--- src/rtl/rmii_byte_serializer.sv ---
// RMII transmit serializer: prepends preamble/SFD, shifts frame bytes out LSB dibit
// first at 100 or 10 Mb/s on the 50 MHz reference clock, and enforces the inter-frame gap.
module rmii_byte_serializer #(
    parameter logic [1:0]  SPEED_CODE_100_MEGABIT = 2'd1,
    parameter logic [1:0]  SPEED_CODE_10_MEGABIT  = 2'd0,
    parameter int unsigned INTER_FRAME_GAP_BYTES  = 12
) (
    input  logic       clock,
    input  logic       reset_n,
    input  logic [1:0] speed_code,
    input  logic [8:0] data,
    input  logic       data_valid,
    output logic       data_ready,
    output logic [1:0] rmii_data,
    output logic       rmii_data_enable,
    output logic       underrun,
    output logic       busy
);
    // state      | meaning
    // S_IDLE     | line idle, waiting for data_valid
    // S_PREAMBLE | 28 dibits of 01
    // S_SFD      | 0xD5 shifted out; its last clock is the first load point
    // S_DATA     | frame byte shifting; load point at the end of a non-last byte
    // S_GAP      | line idle, busy held until the gap expires
    typedef enum logic [2:0] {
        S_IDLE,
        S_PREAMBLE,
        S_SFD,
        S_DATA,
        S_GAP
    } state_t;

    localparam int unsigned PREAMBLE_DIBITS = 28;
    localparam int unsigned GAP_DIBITS      = 4 * INTER_FRAME_GAP_BYTES;
    localparam int unsigned SEQ_MAX         = (GAP_DIBITS > PREAMBLE_DIBITS) ? GAP_DIBITS : PREAMBLE_DIBITS;
    localparam int unsigned SEQ_W           = $clog2(SEQ_MAX);
    localparam logic [7:0]  SFD_BYTE        = 8'hD5;

    state_t           state;
    logic             speed_10;
    logic             last_byte;
    logic [3:0]       period_cnt;
    logic [1:0]       dibit_idx;
    logic [SEQ_W-1:0] seq_cnt;
    logic [7:0]       shift_reg;

    logic       dibit_end;
    logic       byte_end;
    logic       gap_done;
    logic       speed_10_next;
    logic [3:0] period_load;

    assign dibit_end     = (period_cnt == 4'd0);
    assign byte_end      = dibit_end && (dibit_idx == 2'd3);
    assign period_load   = speed_10 ? 4'd9 : 4'd0;
    assign speed_10_next = (speed_code == SPEED_CODE_10_MEGABIT) && (speed_code != SPEED_CODE_100_MEGABIT);
    assign data_ready    = byte_end && ((state == S_SFD) || ((state == S_DATA) && !last_byte));

    // The S_IDLE clock that follows S_GAP is the final clock of the gap, so S_GAP leaves one clock early.
    assign gap_done = speed_10 ? ((seq_cnt == '0) && (period_cnt == 4'd1))
                               : (seq_cnt == SEQ_W'(1));

    always_ff @(posedge clock or negedge reset_n) begin
        if (!reset_n) begin
            state            <= S_IDLE;
            speed_10         <= 1'b0;
            last_byte        <= 1'b0;
            period_cnt       <= 4'd0;
            dibit_idx        <= 2'd0;
            seq_cnt          <= '0;
            shift_reg        <= 8'd0;
            rmii_data        <= 2'b00;
            rmii_data_enable <= 1'b0;
            underrun         <= 1'b0;
            busy             <= 1'b0;
        end else begin
            underrun   <= 1'b0;
            period_cnt <= dibit_end ? period_load : period_cnt - 4'd1;
            case (state)
                S_IDLE: begin
                    if (data_valid) begin
                        state            <= S_PREAMBLE;
                        speed_10         <= speed_10_next;
                        period_cnt       <= speed_10_next ? 4'd9 : 4'd0;
                        seq_cnt          <= SEQ_W'(PREAMBLE_DIBITS - 1);
                        rmii_data        <= 2'b01;
                        rmii_data_enable <= 1'b1;
                        busy             <= 1'b1;
                    end
                end
                S_PREAMBLE: begin
                    if (dibit_end) begin
                        if (seq_cnt == '0) begin
                            state     <= S_SFD;
                            rmii_data <= SFD_BYTE[1:0];
                            shift_reg <= {2'b00, SFD_BYTE[7:2]};
                            dibit_idx <= 2'd0;
                        end else begin
                            seq_cnt <= seq_cnt - SEQ_W'(1);
                        end
                    end
                end
                S_SFD, S_DATA: begin
                    if (byte_end) begin
                        if ((state == S_DATA) && last_byte) begin
                            state            <= S_GAP;
                            rmii_data        <= 2'b00;
                            rmii_data_enable <= 1'b0;
                            seq_cnt          <= SEQ_W'(GAP_DIBITS - 1);
                        end else if (data_valid) begin
                            state     <= S_DATA;
                            rmii_data <= data[1:0];
                            shift_reg <= {2'b00, data[7:2]};
                            last_byte <= data[8];
                            dibit_idx <= 2'd0;
                        end else begin
                            state            <= S_GAP;
                            rmii_data        <= 2'b00;
                            rmii_data_enable <= 1'b0;
                            underrun         <= 1'b1;
                            seq_cnt          <= SEQ_W'(GAP_DIBITS - 1);
                        end
                    end else if (dibit_end) begin
                        rmii_data <= shift_reg[1:0];
                        shift_reg <= {2'b00, shift_reg[7:2]};
                        dibit_idx <= dibit_idx + 2'd1;
                    end
                end
                S_GAP: begin
                    if (gap_done) begin
                        state <= S_IDLE;
                        busy  <= 1'b0;
                    end else if (dibit_end) begin
                        seq_cnt <= seq_cnt - SEQ_W'(1);
                    end
                end
                default: begin
                    state <= S_IDLE;
                end
            endcase
        end
    end

endmodule

--- config.mk ---
export PLATFORM = sky130hd
export DESIGN_NAME = rmii_byte_serializer
export DESIGN_NICKNAME = d
export VERILOG_FILES = /design/src/rtl/rmii_byte_serializer.sv
export SDC_FILE = /design/constraint.sdc
export NUM_CORES = 1
export LEC_CHECK = 0
export BUFFER_PORTS_ARGS = -buffer_cell sky130_fd_sc_hd__buf_4
export CORE_ASPECT_RATIO = 1.2
export CORE_MARGIN = 2
export CORE_UTILIZATION = 45
export DETAILED_ROUTE_END_ITERATION = 8
export GPL_ROUTABILITY_DRIVEN = 0
export PLACE_DENSITY_LB_ADDON = 0.3
export SETUP_SLACK_MARGIN = 0.02
export SLEW_MARGIN = 40
export SYNTH_ARGS = -nofsm -noshare
export SYNTH_HDL_FRONTEND = slang
export SYNTH_SLANG_ARGS = --single-unit
--- constraint.sdc ---
create_clock -name clock -period 5.7 [get_ports clock]
set_input_delay 1.14 -clock clock [delete_from_list [all_inputs] [get_ports clock]]
set_output_delay 1.14 -clock clock [all_outputs]
set_load 0.01 [all_outputs]
==> flow_summary.ini <==
[timing]
rsz0062_at_grt = no
fmax_mhz = 305
period_minus_slack_ns = 3.28
tns_ns = 0
hold_violations = 0
skew_ns = 0.00184
worstMarginPinSlew_ns = 0.840
max_slew_margin_pct = 43.5
setup_viol = 0
period_share_pct = 57.5
hold_ws_ns = 0.518
maxSlewViolCount = 0

[worst_setup_path]
crit_chain = or4_4 -> nor2_2 -> nand2_1 -> a21oi_1 -> buf_4
max_stage_delay_ns = 0.63
r2r.worst_path.cells = 7
cp-end-kind = output port
r2r_setup_slack_ns = 3.17
setup.worst_path.class = register to output port
timing.rr.start = seq_cnt[0]
crit_slowest_cell = or4_4
start_kind = register
critPathMaxFanout = 10
cp.required_ns = 4.56
worstPathArrival_ns = 2.14
rr_endpoint = shift_reg[2]

[power]
switching_power_mw = 0.406
power.leakage_nw = 0.772
ir_drop_v = 0.000264
p_sw_share_pct = 43.7
seq_power_share_pct = 39.3
pwr_density_cell_nw_per_um2 = 515
p_clk_share_pct = 13.6
p_int_mw = 0.523
pwr-share-comb_pct = 47.1

[final_layout]
fin_util_pct = 53.5
nFillCells = 315
area_growth_syn_to_layout_pct = 13.5
multi_input_area_sq_um = 828
final-seq-area_sq_um = 701
finalNetCount = 208
antenna_cells = 0
drive_gt1_share_pct = 20.0

[synth]
ys.warnings.count = 0
async_flop_share_pct = 100
yosys_most_used_dff = dfrtp_1
synth_enable_flop_cells = 0
syn_inst = 173
syn-num-nets = 190
yosysUniqueCellTypes = 47
synth-seq-cells = 28
synth-seq-area-share_pct = 44.1
netlist_area_sq_um = 1590
syn_area_per_cell_sq_um = 9.19

[floorplanning]
initial_core_util_pct = 47.2
core-area_sq_um = 3370
die_h_microns = 69.1
chipWidth_microns = 58.2
rows = 23
dieArea_sq_um = 4020
io_pins = 20

[worst_hold_path]
hold_depth = 2
hold_path_end = shift_reg[5]
hold_start = shift_reg[5]
hp-class = register to register

[cts]
cts-buffers-inserted = 3
postCtsHoldBufs = 0
clk_latency_ns = 0.28
cts_resized = 0
clock-sinks = 28
clockBufferDepth = 2
root_buffer = clkbuf_8
cts_setup_buffers = 0
htreeDepth = 1
path_clk_slew_ns = 0.10
cts_tree = yes

[routing]
firstDrtPassIters = 4
viasPerCell = 6.04
totalWireLength_microns = 3610
vias = 1371
wl_per_cell_microns = 15.9
drtAntennaViolNets = 0
first_iter_violations = 65
drc_errors = 0

[global_routing]
gr-total-overflow = 0
track_usage_pct = 19.8
antenna_found_initial = 0
grt_start_max_net_pins = 29
grt_pass1_vias = 1402
grt_pass1_wl_microns = 6330

[run]
drv_cap = 0

[placed_design]
port_buffers = 19
dp_hpwl_microns = 2690

[run_status]
status = complete, no violations
worst max-delay path, delay by kind of cell (launching register included):
family | cells | cell delay (ns)
simple gates | 3 | 1.06
flops | 1 | 0.45
buf+inv | 1 | 0.15
compound gates | 1 | 0.20
how the worst max path moves through the flow:
stage	from	slack, ns	depth (start not counted)	end
finish	period_cnt[1]	2.42	5	data_ready
CTS	period_cnt[1]	2.44	5	data_ready
floorplan	period_cnt[1]	2.91	5	data_ready
global route	state[1]	2.29	5	data_ready
detailed placement	data_valid	2.76	6	shift_reg[2]
global placement	period_cnt[1]	2.80	5	data_ready
logic make-up after synthesis:
kind of cell	synth area share [%]
buf+inv	4.25
fa+ha+maj	2.36
mux	4.09
xor+xnor	0.551
compound gates	23.2
flops	44.1
simple gates	21.4
placed cells by master, fill, tap and decap left out, types with 3 or more instances in the layout:
cell type	netlist	layout
o31ai_1	6	6
dfrtp_1	28	28
a31oi_1	3	3
a21oi_1	15	15
nand4_1	3	3
nor2_1	15	15
clkbuf_8	0	4
nand3_1	7	7
ha_1	3	3
o21ai_1	4	4
o21ai_0	9	9
nor2b_1	3	3
nand2_1	19	19
inv_1	8	8
buf_4	0	19
mux2_2	4	4
nor3_1	6	6
cell usage after synthesis, types with 4 or more instances:
library cell / instances / area (sq um)
dfrtp_1: 28 / 701
nand2_1: 19 / 71.3
a21oi_1: 15 / 75.1
nor2_1: 15 / 56.3
o21ai_0: 9 / 45.0
inv_1: 8 / 30.0
nand3_1: 7 / 35.0
nor3_1: 6 / 30.0
o31ai_1: 6 / 45.0
mux2_2: 4 / 45.0
o21ai_1: 4 / 20.0
power groups by stage:
stage | Clock [mW] | Combinational (mW) | Sequential [mW]
after floorplan | 0 | 0.352 | 0.344
after global routing | 0.133 | 0.491 | 0.380
after CTS | 0.128 | 0.429 | 0.364
after global placement | 0 | 0.407 | 0.359
after detailed placement | 0 | 0.428 | 0.367
final | 0.126 | 0.437 | 0.365
layer usage:
layer | wire length, microns | track usage, % | vias to the layer above
met5 | 0 | 0 | -
met4 | 68 | 6.98 | 0
met3 | 112 | 2.44 | 6
met2 | 1930 | 34.8 | 27
met1 | 1500 | 24.2 | 674
li1 | - | - | 664
stage by stage:
stage	total power, mW	setup slack (ns)	instance area [sq um]	std cells
global placement	0.766	2.80	1740	223
floorplan	0.695	2.91	1590	173
detailed placement	0.795	2.76	1740	223
global route	1.00	2.29	1800	227
CTS	0.920	2.44	1800	227
finish	0.928	2.42	1800	227
final cells by class:
cell class,instances,area share (%)
flip-flops and latches,28,38.9
clock buffers,4,3.05
inverters,8,1.67
repair buffers,19,7.91
multi-input cells,131,45.9
well taps,37,2.57
(Power assumes the default switching activity.)
